--- config.mk ---
export PLATFORM = sky130hd
export DESIGN_NAME = fp_divider
export DESIGN_NICKNAME = d
export VERILOG_FILES = /design/src/rtl/fp_divider.sv
export SDC_FILE = /design/constraint.sdc
export NUM_CORES = 1
export LEC_CHECK = 0
export ABC_CLOCK_PERIOD_IN_PS = 3300
export CAP_MARGIN = 40
export CORE_MARGIN = 2
export CORE_UTILIZATION = 60
export DETAILED_ROUTE_END_ITERATION = 7
export GPL_TIMING_DRIVEN = 0
export PLACE_DENSITY = 0.83
export SLEW_MARGIN = 20
export SYNTH_ARGS = -nofsm -noshare
export SYNTH_HDL_FRONTEND = slang
export SYNTH_SLANG_ARGS = --single-unit
--- constraint.sdc ---
create_clock -name clk -period 3.3 [get_ports clk]
set_input_delay 0.33 -clock clk [delete_from_list [all_inputs] [get_ports clk]]
set_output_delay 0.33 -clock clk [all_outputs]
set_load 0.005 [all_outputs]
--- src/rtl/fp_divider.sv ---
// Sequential restoring radix-2 fixed-point divider: result = (a << FP_POSITIONS) / b,
// one quotient bit per cycle, truncation toward zero, saturation on overflow and b == 0.
module fp_divider #(
  parameter int SIGN         = 1,
  parameter int WIDTH        = 8,
  parameter int FP_POSITIONS = 4
) (
  input  logic             clk,
  input  logic             rst_n,
  input  logic             in_valid,
  output logic             in_ready,
  input  logic [WIDTH-1:0] a,
  input  logic [WIDTH-1:0] b,
  output logic             out_valid,
  input  logic             out_ready,
  output logic [WIDTH-1:0] result,
  output logic             overflow,
  output logic             div_by_zero
);

  localparam int N  = WIDTH + FP_POSITIONS;
  localparam int CW = $clog2(N + 1);
  localparam logic [CW-1:0]    LAST     = CW'(N);
  localparam logic [CW-1:0]    CNT_ONE  = CW'(1);
  localparam logic [N-1:0]     POS_LIM  = N'((2 ** (WIDTH - 1)) - 1);
  localparam logic [N-1:0]     NEG_LIM  = N'(2 ** (WIDTH - 1));
  localparam logic [N-1:0]     UNS_LIM  = N'((2 ** WIDTH) - 1);
  localparam logic [WIDTH-1:0] MAX_POS  = {1'b0, {(WIDTH-1){1'b1}}};
  localparam logic [WIDTH-1:0] MIN_NEG  = {1'b1, {(WIDTH-1){1'b0}}};
  localparam logic [WIDTH-1:0] ALL_ONES = {WIDTH{1'b1}};
  localparam logic [WIDTH-1:0] W_ONE    = WIDTH'(1);

  typedef enum logic [1:0] {IDLE = 2'd0, BUSY = 2'd1, DONE = 2'd2} state_t;

  state_t           state_r, state_s;
  logic [CW-1:0]    cnt_r;
  logic [N-1:0]     dvd_r, quo_r;
  logic [WIDTH-1:0] rem_r, dvs_r;
  logic             neg_r, a_neg_r, bzero_r;
  logic             accept_s, ge_s;
  logic [WIDTH:0]   trial_s;
  logic [WIDTH-1:0] diff_s, res_s;
  logic             ovf_s, dbz_s;

  // Magnitude of an operand; the most negative value maps to 2^(WIDTH-1) unsigned.
  function automatic logic [WIDTH-1:0] mag(input logic [WIDTH-1:0] v);
    if ((SIGN != 0) && v[WIDTH-1]) mag = ~v + W_ONE;
    else                           mag = v;
  endfunction

  assign accept_s = in_valid && in_ready;

  // One restoring step; the remainder stays below the divisor, so WIDTH bits of difference suffice.
  always_comb begin
    trial_s = {rem_r, dvd_r[N-1]};
    ge_s    = (trial_s >= {1'b0, dvs_r});
    diff_s  = trial_s[WIDTH-1:0] - dvs_r;
  end

  // Output stage: sign restoration and saturation of the N-bit quotient.
  always_comb begin
    res_s = quo_r[WIDTH-1:0];
    ovf_s = 1'b0;
    dbz_s = 1'b0;
    if (bzero_r) begin
      dbz_s = 1'b1;
      if (SIGN != 0) res_s = a_neg_r ? MIN_NEG : MAX_POS;
      else           res_s = ALL_ONES;
    end else if (SIGN != 0) begin
      if (!neg_r) begin
        if (quo_r > POS_LIM) begin
          res_s = MAX_POS;
          ovf_s = 1'b1;
        end else begin
          res_s = quo_r[WIDTH-1:0];
        end
      end else begin
        if (quo_r > NEG_LIM) begin
          res_s = MIN_NEG;
          ovf_s = 1'b1;
        end else begin
          res_s = ~quo_r[WIDTH-1:0] + W_ONE;
        end
      end
    end else begin
      if (quo_r > UNS_LIM) begin
        res_s = ALL_ONES;
        ovf_s = 1'b1;
      end else begin
        res_s = quo_r[WIDTH-1:0];
      end
    end
  end

  // Next-state logic; BUSY spends N iteration cycles plus one output-stage cycle.
  always_comb begin
    state_s = state_r;
    case (state_r)
      IDLE:    if (accept_s) state_s = BUSY; else state_s = IDLE;
      BUSY:    if (cnt_r == LAST) state_s = DONE; else state_s = BUSY;
      DONE:    if (out_ready) state_s = IDLE; else state_s = DONE;
      default: state_s = IDLE;
    endcase
  end

  // State register with handshake flags registered from the next state.
  always_ff @(posedge clk) begin
    if (!rst_n) begin
      state_r   <= IDLE;
      in_ready  <= 1'b1;
      out_valid <= 1'b0;
    end else begin
      state_r   <= state_s;
      in_ready  <= (state_s == IDLE);
      out_valid <= (state_s == DONE);
    end
  end

  // Datapath: operand capture, iteration, and result registration.
  always_ff @(posedge clk) begin
    if (!rst_n) begin
      cnt_r       <= '0;
      dvd_r       <= '0;
      quo_r       <= '0;
      rem_r       <= '0;
      dvs_r       <= '0;
      neg_r       <= 1'b0;
      a_neg_r     <= 1'b0;
      bzero_r     <= 1'b0;
      result      <= '0;
      overflow    <= 1'b0;
      div_by_zero <= 1'b0;
    end else if (accept_s) begin
      cnt_r   <= '0;
      dvd_r   <= {mag(a), {FP_POSITIONS{1'b0}}};
      quo_r   <= '0;
      rem_r   <= '0;
      dvs_r   <= mag(b);
      neg_r   <= (SIGN != 0) && (a[WIDTH-1] ^ b[WIDTH-1]);
      a_neg_r <= (SIGN != 0) && a[WIDTH-1];
      bzero_r <= (b == '0);
    end else if (state_r == BUSY) begin
      if (cnt_r != LAST) begin
        cnt_r <= cnt_r + CNT_ONE;
        dvd_r <= {dvd_r[N-2:0], 1'b0};
        quo_r <= {quo_r[N-2:0], ge_s};
        rem_r <= ge_s ? diff_s : trial_s[WIDTH-1:0];
      end else begin
        result      <= res_s;
        overflow    <= ovf_s;
        div_by_zero <= dbz_s;
      end
    end else begin
      cnt_r <= cnt_r;
    end
  end

endmodule

==> results.md <==
* Layout cells sized above 1 at 0.0542
* Hold_ws at 402 ps
* FP Rows at 26
* Synth area leaders: dfxtp_1 (36%), nand2_1 (7.8%), a21oi_1 (6.5%)
* Die area at 5960 sq um
* CP Depth at 7
* Port Buffers at 29
* CTS clk-pin slew, worst paths at 60 ps
* Clock power frac at 0.426
* Vias post-DR at 3122
* CTS tree: yes
* Root buf cell: clkbuf_8
* CP endpoint: quo_r[7]
* CP bufs+invs at 2
* Top cell type's share of synthesized area at 0.355
* Number of CTS-inserted buffers at 9
* Diode count at 0
* RSZ-0062 raised after global routing: false
* Async SR Flop Fraction at 0
* Area Overhead vs Synth at 19.4%
* Worst VDD drop at 0.434 mV
* Yosys reg bits at 57
* # clock sinks at 57
* Post-synthesis sequential area ratio at 0.355
* Core area at 5140 sq um
* EDFF count, synth at 0
* DRC at 0
* Sw Pwr at ~0.52 mW
* DP HPWL at 5710 um
* Worst path required time at approximately 3600 ps
* Crit. Startpoint: cnt_r[0]
* Largest stage delay, worst path at 510 ps
* LEAKAGE at 1.45 nW
* Int Power at 1.38 mW
* WL/cell at 15.2 um
* Cell Area, Synth at 3210 sq um
* Peak Freq at 450 MHz
* Initial Util at 0.625
* Hold depth at 3
* R2R Path Start: cnt_r[0]
* CP Launch Type: register
* Hold_buf cts at 0
* Run status: finished clean
* Maximum fanout along the worst path at 10
* Total grt overflow at 0
* Slew @ Worst Pin at 833 ps
* Flop2flop setup slack at roughly 1100 ps
* Clk buf depth at 2
* Place WS at ~970 ps
* Commonest cells post-synth: nand2_1 (67), dfxtp_1 (57), a21oi_1 (42)
* Drt first pass iters at 5
* Starting DRT DRC Count at 264
* Postcts setup bufs at 0
* CP top delay family: simple AND/OR/NAND/NOR gates
* Routed WL at 8090 um
* Yosys warns at 0
* Period utilisation layout at 0.674
* CP cell instances: inv_1 -> ha_1 -> and3_1 -> nor2_1 -> clkbuf_1 -> nand2_1 -> a21oi_1
* Final Hold Vio Count at 0
* Vias per cell at 5.88
* Yosys top cell by area: dfxtp_1
* Worst EP arrival at 2490 ps
* Setup CP Type: register to register
* Clk Latency, worst-skew pair at 350 ps
* Post-Syn Nets at 450
* Vias in the first global route at 2940
* First-pass GRT wire length at approximately 13000 um
* Chip Height at between 70 and 80 um
* Fin area at 3830 sq um
* Share of total power in combinational logic at 0.186
* Gp weighted congestion at a little under 0.9
* Routed Antenna Nets at 0
* Min-delay worst type: input pin to register
* Pin count of the biggest net entering global routing at 11
* Clock skew at 9.62 ps
* Prevailing post-synth register cell: dfxtp_1
* Switching part of the total power at 0.274
* Num ports at 32
* Crit Reg-Reg Endpoint: quo_r[7]
* Slowest cell on the critical path: nor2_1
* Horiz. Die Dim at between 70 and 80 um
* Max-cap viol count at 0
* Tot Pwr at 1.90 mW
* R2R depth at 7
* Max_slew headroom at 0.441
* All-Layer GR Usage at 0.284
* Pwr per Cell Area at 496 nW/um^2
* Sequential Power Share at 0.388
* Post-CTS resize count at 0
* Cell with the most instances after synthesis: nand2_1
* Critical path endpoint category: register
* Unique masters post-synth at 50
* Max-slew violations at 0
* Setup slack after layout at approximately 1100 ps
* H-tree depth at 3
* Placed cell area at 3590 sq um
* Syn avg cell area at slightly below 8 sq um
* Fin crit period at 2220 ps
* Setup-failing EPs final at 0
* Setup TNS at 0 ps
* Synth Instances at 416
* Initial antenna violation count at 0
* Nets at 490
[kinds of logic (layout without fill, tap and decap cells)]
family / count (synthesis) / count (layout) / share of synthesized area
AO/OA/AOI/OAI: 101 / 101 / 0.207
multiplexers: 6 / 6 / 0.0187
adder cells (fa/ha/maj): 14 / 14 / 0.0569
AND/OR/NAND/NOR: 173 / 173 / 0.255
XOR/XNOR: 18 / 18 / 0.0491
flip-flops: 57 / 57 / 0.355
buffers and inverters: 47 / 92 / 0.0580
[worst register-to-register path, cell delays in order, from the launching register on]
cell      delay, ps
dfxtp_1         410
inv_1            60
ha_1            200
and3_1          210
nor2_1          510
clkbuf_1        450
nand2_1         140
a21oi_1         160
[per-layer routing]
layer,global-route usage,routed length [um]
met3,0.0929,576
met1,0.359,3600
met2,0.457,3780
met4,0.0929,136
met5,0,0
[stage by stage]
step / std cells / util
floorplan: 416 / -
global placement: 515 / 0.699
detailed placement: 515 / 0.699
CTS: 531 / 0.746
global route: 531 / 0.746
finish: 531 / 0.746
[cell usage in the layout (no fill, tap or decap), drive strengths merged, types with 4 or more instances in the layout]
master and count:
ha 13, clkbuf 31, nand3 11, and2 4, o31ai 4, nor3 12
o21ai 19, nor2b 5, a311oi 8, and3 4, or3 4, mux2i 6
dfxtp 57, nand2 67, xnor2 10, nand4 4, a21oi 42, buf 5
or4 5, a32oi 4, nand2b 6, a211oi 9, inv 22, clkdlybuf4s50 29
xor2 8, nor2 39
[power groups by stage]
| stage | clock [mW] | combinational, mW | sequential (mW) |
|---|---|---|---|
| after floorplan | 0 | 0.252 | 0.746 |
| after global routing | 0.845 | 0.394 | 0.740 |
| after detailed placement | 0 | 0.346 | 0.752 |
| after global placement | 0 | 0.337 | 0.750 |
| after CTS | 0.813 | 0.349 | 0.737 |
| final | 0.810 | 0.353 | 0.737 |
[flip-flops by register name, summed over array words and instances (netlist names), 2 cells and up]
name,flops
cnt_r,4
rem_r,8
dvd_r,8
quo_r,12
state_r,2
dvs_r,8
result,8
[worst min path at each step]
stage	slack, ps	end	start
3_5_place_dp	450	div_by_zero	div_by_zero
3_3_place_gp	450	div_by_zero	div_by_zero
6_report	400	a_neg_r	a[7]
2_1_floorplan	440	quo_r[11]	quo_r[11]
4_1_cts	390	a_neg_r	a[7]
5_1_grt	440	a_neg_r	a[7]
[cell type report]
class | instances | area (sq um)
buffer | 25 | 104
clock buffer | 11 | 141
clock inverter | 5 | 103
fill | 429 | 1310
inverter | 22 | 82.6
multi-input combinational | 312 | 1890
sequential | 57 | 1140
tap | 70 | 87.6
timing repair buffer | 29 | 290
No activity file was read; power rests on OpenSTA's default activity.
